### src/rtl/sort_datapath_if.sv
// Control and host bundle between the exchange-sort controller/host and sort_datapath.
// master drives strobes and host writes; slave is the datapath that returns flags and read data.
interface sort_datapath_if #(
   parameter int DATA_W = 8,
   parameter int ADDR_W = 3,
   parameter int CNT_W  = 8
);
   logic              Li, Lj, Ei, Ej;
   logic              EA, EB;
   logic              WR, Csel, Bout;
   logic              zi, zj, AgtB;
   logic              host_sel, host_we;
   logic [ADDR_W-1:0] host_addr;
   logic [DATA_W-1:0] host_wdata;
   logic [DATA_W-1:0] host_rdata;
   logic [CNT_W-1:0]  swap_cnt;

   modport master (
      output Li, Lj, Ei, Ej, EA, EB, WR, Csel, Bout,
      output host_sel, host_we, host_addr, host_wdata,
      input  zi, zj, AgtB, host_rdata, swap_cnt
   );

   modport slave (
      input  Li, Lj, Ei, Ej, EA, EB, WR, Csel, Bout,
      input  host_sel, host_we, host_addr, host_wdata,
      output zi, zj, AgtB, host_rdata, swap_cnt
   );
endinterface

### src/rtl/sort_datapath.sv
// Exchange-sort datapath: element memory, index counters i/j, operand registers A/B,
// comparator and swap counter, with a host port for loading and reading back data.
module sort_datapath #(
   parameter int DATA_W = 8,
   parameter int DEPTH  = 8,
   parameter int ADDR_W = 3,
   parameter int CNT_W  = 8
) (
   input  logic             clk,
   input  logic             rst,
   sort_datapath_if.slave   bus
);

   logic [DATA_W-1:0] mem [DEPTH];
   logic [ADDR_W-1:0] i, j;
   logic [DATA_W-1:0] a, b;
   logic [CNT_W-1:0]  cnt;

   logic [ADDR_W-1:0] addr;
   logic [ADDR_W-1:0] mem_addr;
   logic              mem_we;
   logic [DATA_W-1:0] mem_wdata;
   logic [DATA_W-1:0] rd_ctrl;
   logic [DATA_W-1:0] rd_host;

   // host_sel owns only the memory write port; A/B loads always use the controller address
   always_comb begin
      addr      = bus.Csel ? j : i;
      mem_addr  = bus.host_sel ? bus.host_addr : addr;
      mem_we    = bus.host_sel ? bus.host_we : bus.WR;
      mem_wdata = bus.host_sel ? bus.host_wdata : (bus.Bout ? b : a);
   end

   // addresses at or beyond DEPTH match no entry: reads give 0, writes are dropped
   always_comb begin
      rd_ctrl = '0;
      rd_host = '0;
      for (int k = 0; k < DEPTH; k++) begin
         if (addr == ADDR_W'(k))          rd_ctrl = mem[k];
         if (bus.host_addr == ADDR_W'(k)) rd_host = mem[k];
      end
   end

   always_ff @(posedge clk) begin
      for (int k = 0; k < DEPTH; k++) begin
         if (mem_we && (mem_addr == ADDR_W'(k))) mem[k] <= mem_wdata;
      end
   end

   always_ff @(posedge clk or posedge rst) begin
      if (rst) begin
         i   <= '0;
         j   <= '0;
         a   <= '0;
         b   <= '0;
         cnt <= '0;
      end else begin
         if (bus.Li)      i <= '0;
         else if (bus.Ei) i <= i + ADDR_W'(1);

         // j follows the pre-edge i even when i itself moves this cycle
         if (bus.Lj)      j <= i + ADDR_W'(1);
         else if (bus.Ej) j <= j + ADDR_W'(1);

         if (bus.EA) a <= rd_ctrl;
         if (bus.EB) b <= rd_ctrl;

         if (bus.Li)
            cnt <= '0;
         else if (bus.WR && bus.Bout && !bus.host_sel && (cnt != {CNT_W{1'b1}}))
            cnt <= cnt + CNT_W'(1);
      end
   end

   assign bus.zi         = (i == ADDR_W'(DEPTH-2));
   assign bus.zj         = (j == ADDR_W'(DEPTH-1));
   assign bus.AgtB       = (a > b);
   assign bus.host_rdata = rd_host;
   assign bus.swap_cnt   = cnt;

endmodule

### src/flat_wrapper.sv
// flat-port wrapper written by rule: the top's interface ports become plain ports
module sort_datapath_flat 
#(
   parameter int DATA_W = 8,
   parameter int DEPTH  = 8,
   parameter int ADDR_W = 3,
   parameter int CNT_W  = 8
)
  (clk, rst, bus_Li, bus_Lj, bus_Ei, bus_Ej, bus_EA, bus_EB, bus_WR, bus_Csel, bus_Bout, bus_host_sel, bus_host_we, bus_host_addr, bus_host_wdata, bus_zi, bus_zj, bus_AgtB, bus_host_rdata, bus_swap_cnt);
  sort_datapath_if #(.DATA_W(DATA_W), .ADDR_W(ADDR_W), .CNT_W(CNT_W)) bus_i ();
  input  logic clk;
  input  logic rst;
  input wire logic [$bits(bus_i.Li)-1:0] bus_Li;
  input wire logic [$bits(bus_i.Lj)-1:0] bus_Lj;
  input wire logic [$bits(bus_i.Ei)-1:0] bus_Ei;
  input wire logic [$bits(bus_i.Ej)-1:0] bus_Ej;
  input wire logic [$bits(bus_i.EA)-1:0] bus_EA;
  input wire logic [$bits(bus_i.EB)-1:0] bus_EB;
  input wire logic [$bits(bus_i.WR)-1:0] bus_WR;
  input wire logic [$bits(bus_i.Csel)-1:0] bus_Csel;
  input wire logic [$bits(bus_i.Bout)-1:0] bus_Bout;
  input wire logic [$bits(bus_i.host_sel)-1:0] bus_host_sel;
  input wire logic [$bits(bus_i.host_we)-1:0] bus_host_we;
  input wire logic [$bits(bus_i.host_addr)-1:0] bus_host_addr;
  input wire logic [$bits(bus_i.host_wdata)-1:0] bus_host_wdata;
  output wire logic [$bits(bus_i.zi)-1:0] bus_zi;
  output wire logic [$bits(bus_i.zj)-1:0] bus_zj;
  output wire logic [$bits(bus_i.AgtB)-1:0] bus_AgtB;
  output wire logic [$bits(bus_i.host_rdata)-1:0] bus_host_rdata;
  output wire logic [$bits(bus_i.swap_cnt)-1:0] bus_swap_cnt;
  assign bus_i.Li = bus_Li;
  assign bus_i.Lj = bus_Lj;
  assign bus_i.Ei = bus_Ei;
  assign bus_i.Ej = bus_Ej;
  assign bus_i.EA = bus_EA;
  assign bus_i.EB = bus_EB;
  assign bus_i.WR = bus_WR;
  assign bus_i.Csel = bus_Csel;
  assign bus_i.Bout = bus_Bout;
  assign bus_i.host_sel = bus_host_sel;
  assign bus_i.host_we = bus_host_we;
  assign bus_i.host_addr = bus_host_addr;
  assign bus_i.host_wdata = bus_host_wdata;
  assign bus_zi = bus_i.zi;
  assign bus_zj = bus_i.zj;
  assign bus_AgtB = bus_i.AgtB;
  assign bus_host_rdata = bus_i.host_rdata;
  assign bus_swap_cnt = bus_i.swap_cnt;
  sort_datapath #(.DATA_W(DATA_W), .DEPTH(DEPTH), .ADDR_W(ADDR_W), .CNT_W(CNT_W)) u_core (.clk(clk), .rst(rst), .bus(bus_i));
endmodule
### config.mk
export PLATFORM = sky130hd
export DESIGN_NAME = sort_datapath_flat
export DESIGN_NICKNAME = d
export VERILOG_FILES = /design/src/rtl/sort_datapath_if.sv /design/src/rtl/sort_datapath.sv /design/src/flat_wrapper.sv
export SDC_FILE = /design/constraint.sdc
export NUM_CORES = 1
export LEC_CHECK = 0
export BUFFER_PORTS_ARGS = -buffer_cell sky130_fd_sc_hd__buf_2
export CAP_MARGIN = 40
export CELL_PAD_IN_SITES_DETAIL_PLACEMENT = 1
export CELL_PAD_IN_SITES_GLOBAL_PLACEMENT = 1
export CORE_MARGIN = 8
export CORE_UTILIZATION = 48
export DETAILED_ROUTE_END_ITERATION = 8
export PLACE_DENSITY_LB_ADDON = 0.1
export SLEW_MARGIN = 5
export SYNTH_ARGS = -nofsm -noshare
export SYNTH_HDL_FRONTEND = slang
export SYNTH_SLANG_ARGS = --single-unit
### constraint.sdc
create_clock -name clk -period 2.7 [get_ports clk]
set_input_delay 0.54 -clock clk [delete_from_list [all_inputs] [get_ports clk]]
set_output_delay 0.54 -clock clk [all_outputs]
set_load 0.02 [all_outputs]
==> results of run 1 <==
[power groups by stage]
| stage | logic [W] | clock network (W) | registers (W) |
|---|---|---|---|
| final | 0.000935 | 0.000991 | 0.00178 |
| after CTS | 0.000941 | 0.00102 | 0.00178 |
| after global routing | 0.00104 | 0.00107 | 0.00180 |
| after global placement | 0.000900 | 0 | 0.00181 |
| after detailed placement | 0.000937 | 0 | 0.00181 |
| after floorplan | 0.000642 | 0 | 0.00178 |
[sequential cells by signal (all words and copies together), names as in the netlist]
name / cells
u_core.i: 3
u_core.j: 3
u_core.mem: 64
u_core.a: 8
u_core.b: 8
u_core.bus.swap_cnt: 8
[placed cells by master (no fill, tap or decap), drive strengths merged, types with 3 or more instances in the layout]
| cell | count |
|---|---|
| buf | 72 |
| edfxtp | 64 |
| nand2 | 56 |
| o21ai | 45 |
| nor2 | 43 |
| mux2i | 35 |
| dfrtp | 30 |
| a31oi | 22 |
| inv | 21 |
| a21oi | 15 |
| nor2b | 15 |
| ha | 13 |
| clkbuf | 9 |
| a21bo | 7 |
| nor3 | 7 |
| o22ai | 7 |
| a221oi | 7 |
| a22oi | 6 |
| o221a | 6 |
| xnor2 | 6 |
| xor2 | 4 |
| nand3 | 4 |
| and3 | 4 |
| nor3b | 3 |
| nand3b | 3 |
| a21o | 3 |
| a211oi | 3 |
[tightest hold or removal path, delay by kind of cell]
family                 cells  cell delay [ns]
buffers and inverters      3             0.49
[stage by stage]
stage,power (W),area [sq um],hold WS (ns),cells,utilization
2_1_floorplan,0.00242,5180,0.506,475,-
3_3_place_gp,0.00271,5640,0.535,660,0.527
3_5_place_dp,0.00275,5640,0.551,660,0.527
4_1_cts,0.00374,5850,0.242,676,0.546
5_1_grt,0.00390,5850,0.276,676,0.547
6_report,0.00371,5850,0.242,676,0.547
[kinds of logic after synthesis]
family	after synthesis	share of synthesized area
DFF	94	0.516
muxes	39	0.0814
xor gates and xnor gates	10	0.0169
AOI/OAI and AO/OA	132	0.183
and+or+nand+nor	142	0.125
buffers and inverters	45	0.0457
adders and majority gates	13	0.0314
[how the worst max path moves through the flow]
stage,start,endpoint,slack (ns),depth (start not counted)
6_report,bus_host_addr[2],bus_host_rdata[5],0.12,8
5_1_grt,bus_host_addr[2],bus_host_rdata[5],0.04,8
3_5_place_dp,bus_host_addr[2],bus_host_rdata[6],0.09,6
4_1_cts,bus_host_addr[2],bus_host_rdata[6],0.08,6
2_1_floorplan,bus_host_addr[2],bus_host_rdata[0],0.19,6
3_3_place_gp,bus_host_addr[2],bus_host_rdata[5],0.16,6
[per-layer routing]
metal | part of all wire | up-vias
met1 | 0.50 | 1916
met3 | 0.032 | 12
met5 | 0 | -
li1 | - | 1867
met2 | 0.46 | 52
met4 | 0.012 | 0
[final cells by class]
| cell class | count | area share |
|---|---|---|
| Inverter | 18 | 0.0115 |
| Sequential cell | 94 | 0.457 |
| Timing Repair Buffer | 72 | 0.0766 |
| Tap cell | 140 | 0.0299 |
| Clock buffer | 9 | 0.0212 |
| Clock inverter | 7 | 0.0148 |
| Multi-Input combinational cell | 336 | 0.389 |
==> run_results.csv, run 1 <==
group,metric,value,unit
logic_synthesis,seq_area_frac_synth,0.516,
placement,gp_congestion,0.930,
logic_synthesis,synth-main-ff-cell,"edfxtp_1",
logic_synthesis,ys_ff_latch,94,
logic_synthesis,ys_top_cells_by_area,"edfxtp_1 (37%), dfrtp_1 (14%), mux2i_1 (6.6%), nand2_1 (4.1%), ha_1 (3.1%)",
cells_and_area,antenna_cells,0,
power_and_ir_drop,p_sw,0.00118,W
sta,fin_crit_sh,0.956,
power_and_ir_drop,swShare,0.318,
placement,pre_cts_ws,0.0855,ns
worst_setup_path,critPathMaxFanout,18,
logic_synthesis,syn_area_per_cell,10.9,sq um
routing,drt-wirelength-per-cell,20.0,microns
routing,post-route-drc-count,0,
logic_synthesis,yosys.area.top_type,"edfxtp_1",
worst_setup_path,r2r_cells,5,
routing,firstDrtPassIters,4,
cells_and_area,final_layout_size_suffix_gt1_frac,0.235,
sta,slew_headroom,0.504,
grt,grt_pass1_wl,22.1,mm
clocking,cts_resized,0,
clocking,cts_root_buffer,"clkbuf_8",
sta,timing.fmax,0.387,GHz
worst_setup_path,crit_buf_inv,3,
clocking,postCtsSetupRepairBufs,0,
power_and_ir_drop,p_seq_frac,0.481,
logic_synthesis,synth.cell_area,5180,sq um
floorplanning,die_w,120,microns
worst_setup_path,crit_path_frequent_cell,"buf_2",
floorplanning,core,10700,sq um
worst_setup_path,critPathLaunchType,"primary input",
sta,setup_slack,0.118,ns
worst_setup_path,r2r_start,"u_core.i[1]",
routing,drtIter0Drc,264,
routing,vias_per_cell,5.69,
sta,period_minus_slack,2.58,ns
grt,grt_use_met1,0.264,
sta,finalSetupViolCount,0,
grt,grt_use_met2,0.315,
cells_and_area,fillers,1197,
sta,worst_pin_slew,0.741,ns
clocking,cts_sinks,94,
power_and_ir_drop,cellPowerDensity,634,nW/um^2
logic_synthesis,syn_inst,475,
logic_synthesis,async_flop_share,0.319,
job,drv_cap,0,
status,status,"finished, final reports clean",
floorplanning,num_io_pins,43,
worst_setup_path,r2r_end,"u_core.b[4]",
logic_synthesis,synth_edf_count,64,
worst_setup_path,path_cells,"buf_2, buf_4, mux2i_1, nor2_1, a21oi_1, o221a_2, o21ai_0, buf_2",
worst_setup_path,cp.arrival,2.04,ns
logic_synthesis,ys.warnings.count,0,
sta,finalSetupTns,0,ns
worst_setup_path,required,2.16,ns
routing,detail-route-antenna-nets,0,
routing,vias,3847,
worst_setup_path,cp_slowest_stage_delay,0.28,ns
placement,hpwlAfterDp,10.5,mm
logic_synthesis,synth_cell_types,56,
sta,rsz0062_at_grt,"false",
floorplanning,initial_core_util,0.484,
power_and_ir_drop,leakage,2.42,nW
grt,grt-ovfl-total,0,
sta,finalClockSkew,0.00876,ns
worst_setup_path,crit_type,"in2out",
grt,use_met3,0.0305,
worst_setup_path,slowest_stage,"buf_4",
clocking,cts_made_buffers,9,
logic_synthesis,syn_nets,512,
cells_and_area,final-seq-area,2670,sq um
clocking,clockBufferDepth,2,
grt,antenna_found_initial,0,
clocking,htreeDepth,3,
floorplanning,die_y,120,microns
worst_setup_path,regToRegSetupSlack,0.50,ns
logic_synthesis,yosysMostFrequentCell,"edfxtp_1",
routing,drt-total-wl,13.5,mm
floorplanning,num_rows,38,
power_and_ir_drop,ir_drop,0.000368,V
placement,numPortBuffers,42,
logic_synthesis,ys_top_cells_by_count,"edfxtp_1 (64), nand2_1 (56), nor2_1 (43)",
clocking,hold_buffers,0,
hold_path,hold_class,"in2async",
clocking,clock_latency,0.37,ns
grt,grt.busiest_layer,"met2",
sta,slew_violations,0,
floorplanning,dieArea,14400,sq um
cells_and_area,multiInputGateArea,2280,sq um
grt,grt_usage,0.195,
power_and_ir_drop,clockPowerShare,0.267,
clocking,cts_tree,"yes",
grt,grt_pass1_vias,4120,
cells_and_area,final_nets,568,
worst_setup_path,endpoint_kind,"output port",
clocking,clk_transition_reported_paths,0.10,ns
logic_synthesis,netlist.area_leader.share,0.371,
cells_and_area,area_growth,13.0,%
worst_setup_path,cp_top_family,"buffers and inverters",
grt,grt_max_degree,31,
power_and_ir_drop,power_frac_comb,0.252,
sta,finalHoldViolCount,0,
power_and_ir_drop,p_int,0.00253,W
Power figures use the tool's default switching activity.
==> run 2, diff against run 1 <==
--- a/config.mk
+++ b/config.mk
@@ -8,9 +8,9 @@
 export BUFFER_PORTS_ARGS = -buffer_cell sky130_fd_sc_hd__buf_2
 export CAP_MARGIN = 40
 export CELL_PAD_IN_SITES_DETAIL_PLACEMENT = 1
-export CELL_PAD_IN_SITES_GLOBAL_PLACEMENT = 1
+export CELL_PAD_IN_SITES_GLOBAL_PLACEMENT = 2
 export CORE_MARGIN = 8
-export CORE_UTILIZATION = 48
+export CORE_UTILIZATION = 40
 export DETAILED_ROUTE_END_ITERATION = 8
 export PLACE_DENSITY_LB_ADDON = 0.1
 export SLEW_MARGIN = 5
==> run 2 against run 1 <==
Against the previous run:
- register-to-register slack lost 0.10 ns
- sequential power is essentially flat
- combinational power decreased by 2%
- die area is 17% higher
- cell area up 2.7%
- critical path type unchanged
- largest cell class unchanged
==> run_results.csv, run 2 (same netlist as run 1, synthesis figures left out) <==
group,metric,value,unit
status,status,"finished, final reports clean",
power_and_ir_drop,p_seq_frac,0.444,
worst_setup_path,cp_slowest_stage_delay,0.29,ns
routing,drtIter0Drc,250,
clocking,clock_latency,0.35,ns
routing,vias,3823,
worst_setup_path,regToRegSetupSlack,0.40,ns
routing,firstDrtPassIters,4,
grt,grt_use_met2,0.268,
power_and_ir_drop,power_frac_comb,0.229,
sta,finalSetupTns,0,ns
sta,finalClockSkew,0.00628,ns
power_and_ir_drop,clockPowerShare,0.328,
worst_setup_path,r2r_start,"u_core.i[0]",
sta,finalHoldViolCount,0,
cells_and_area,largest_reg_flops,64,
grt,grt_max_degree,31,
clocking,clockBufferDepth,2,
cells_and_area,final_layout_size_suffix_gt1_frac,0.235,
worst_setup_path,critPathMaxFanout,10,
placement,gp_congestion,0.793,
floorplanning,num_io_pins,43,
cells_and_area,area_growth,16.1,%
worst_setup_path,critPathLaunchType,"primary input",
floorplanning,core,12600,sq um
sta,slew_violations,0,
clocking,htreeDepth,3,
routing,drt-wirelength-per-cell,19.3,microns
sta,timing.fmax,0.394,GHz
clocking,postCtsSetupRepairBufs,0,
routing,detail-route-antenna-nets,0,
sta,holdWs,0.273,ns
worst_setup_path,cp_top_family,"buffers and inverters",
floorplanning,dieArea,16800,sq um
worst_setup_path,path_depth,7,
sta,worst_pin_slew,0.694,ns
power_and_ir_drop,p_sw,0.00120,W
clocking,clk_transition_reported_paths,0.07,ns
floorplanning,initial_core_util,0.410,
routing,post-route-drc-count,0,
power_and_ir_drop,cellPowerDensity,670,nW/um^2
sta,slew_headroom,0.535,
worst_setup_path,crit_buf_inv,3,
sta,finalSetupViolCount,0,
clocking,cts_tree,"yes",
cells_and_area,final_common_cell,"edfxtp_1",
cells_and_area,final_cell_mix,"edfxtp_1 (64), nand2_1 (56), nor2_1 (43), buf_2 (42)",
worst_setup_path,r2r_end,"u_core.mem[0][15]",
cells_and_area,top_register,"u_core.mem",
grt,grt-ovfl-total,0,
worst_setup_path,path_cells,"buf_2, nor2b_1, buf_4, a22oi_1, o221a_2, o21ai_0, buf_2",
job,drv_cap,0,
worst_setup_path,required,2.16,ns
grt,use_met3,0.0318,
cells_and_area,finalNonFillerCells,712,
clocking,cts_resized,0,
placement,pre_cts_ws,0.153,ns
power_and_ir_drop,power.total,0.00402,W
placement,numPortBuffers,42,
grt,antenna_found_initial,0,
placement,placed_cells_incl_taps,696,
power_and_ir_drop,leakage,2.48,nW
power_and_ir_drop,ir_drop,0.000583,V
clocking,cts_root_buffer,"clkbuf_16",
power_and_ir_drop,swShare,0.299,
cells_and_area,final_nets,572,
sta,period_minus_slack,2.54,ns
grt,grt_usage,0.172,
worst_setup_path,r2r_cells,5,
clocking,cts_sinks,94,
grt,grt.busiest_layer,"met2",
grt,grt_use_met1,0.237,
placement,hpwlAfterDp,10.8,mm
clocking,cts_made_buffers,9,
hold_path,hold_class,"in2async",
floorplanning,die_y,130,microns
worst_setup_path,crit_type,"in2out",
sta,fin_crit_sh,0.940,
worst_setup_path,slowest_stage,"o21ai_0",
grt,grt_pass1_vias,3958,
routing,drt-total-wl,13.7,mm
routing,vias_per_cell,5.37,
sta,rsz0062_at_grt,"false",
cells_and_area,antenna_cells,0,
floorplanning,die_w,130,microns
grt,grt_pass1_wl,22.3,mm
worst_setup_path,crit_path_frequent_cell,"buf_2",
clocking,hold_buffers,0,
sta,setup_slack,0.161,ns
worst_setup_path,endpoint_kind,"output port",
power_and_ir_drop,p_int,0.00282,W
cells_and_area,fillers,1428,
worst_setup_path,cp.arrival,2.00,ns
floorplanning,num_rows,41,
## run 2: cell types whose count changed in the layout (fill, tap and decap cells not counted)
| cell | change |
|---|---|
| nor2_1 | +1 |
| clkbuf_1 | +1 |
| clkbuf_8 | -9 |
| clkbuf_16 | +9 |
| inv_8 | -1 |
| clkinv_4 | -1 |
| buf_4 | +4 |
| nor2b_2 | -1 |
| inv_6 | +1 |
| nor2_2 | -1 |
| nor2b_1 | +1 |
## run 2: worst max-delay path by stage
stage                              to  slack [ns]              from
global placement    bus_host_rdata[0]        0.21  bus_host_addr[2]
floorplan           bus_host_rdata[0]        0.19  bus_host_addr[2]
CTS                 bus_host_rdata[0]        0.16  bus_host_addr[2]
global route        bus_host_rdata[0]        0.07  bus_host_addr[2]
detailed placement  bus_host_rdata[0]        0.15  bus_host_addr[2]
finish              bus_host_rdata[0]        0.16  bus_host_addr[2]
## run 2: tightest hold or removal path: stages
cell and delay [ns]:
buf_2 0.09, inv_1 0.05, buf_4 0.36
## run 2: cell type report
| cell class | count | area, sq um | area share |
|---|---|---|---|
| Sequential cell | 94 | 2670 | 0.445 |
| Timing Repair Buffer | 76 | 478 | 0.0795 |
| Inverter | 18 | 67.6 | 0.0112 |
| Tap cell | 172 | 215 | 0.0358 |
| Clock buffer | 10 | 229 | 0.0381 |
| Multi-Input combinational cell | 336 | 2270 | 0.378 |
| Clock inverter | 6 | 75.1 | 0.0125 |
## run 2: metal layers
layer,wire length (microns),part of all wire
met2,6150,0.45
met1,7010,0.51
met4,159,0.012
met3,425,0.031
met5,0,0
## run 2: power by group through the flow
stage          combinational, W  sequential [W]  clock, W
2_1_floorplan          0.000642         0.00178         0
3_3_place_gp           0.000907         0.00181         0
3_5_place_dp           0.000931         0.00181         0
4_1_cts                0.000936         0.00178   0.00136
5_1_grt                 0.00103         0.00180   0.00140
6_report               0.000920         0.00179   0.00132
## run 2: per-stage QoR
stage               utilization  area, sq um
floorplan                     -         5180
global placement          0.452         5710
detailed placement        0.452         5710
CTS                       0.476         6010
global route              0.476         6010
finish                    0.476         6010
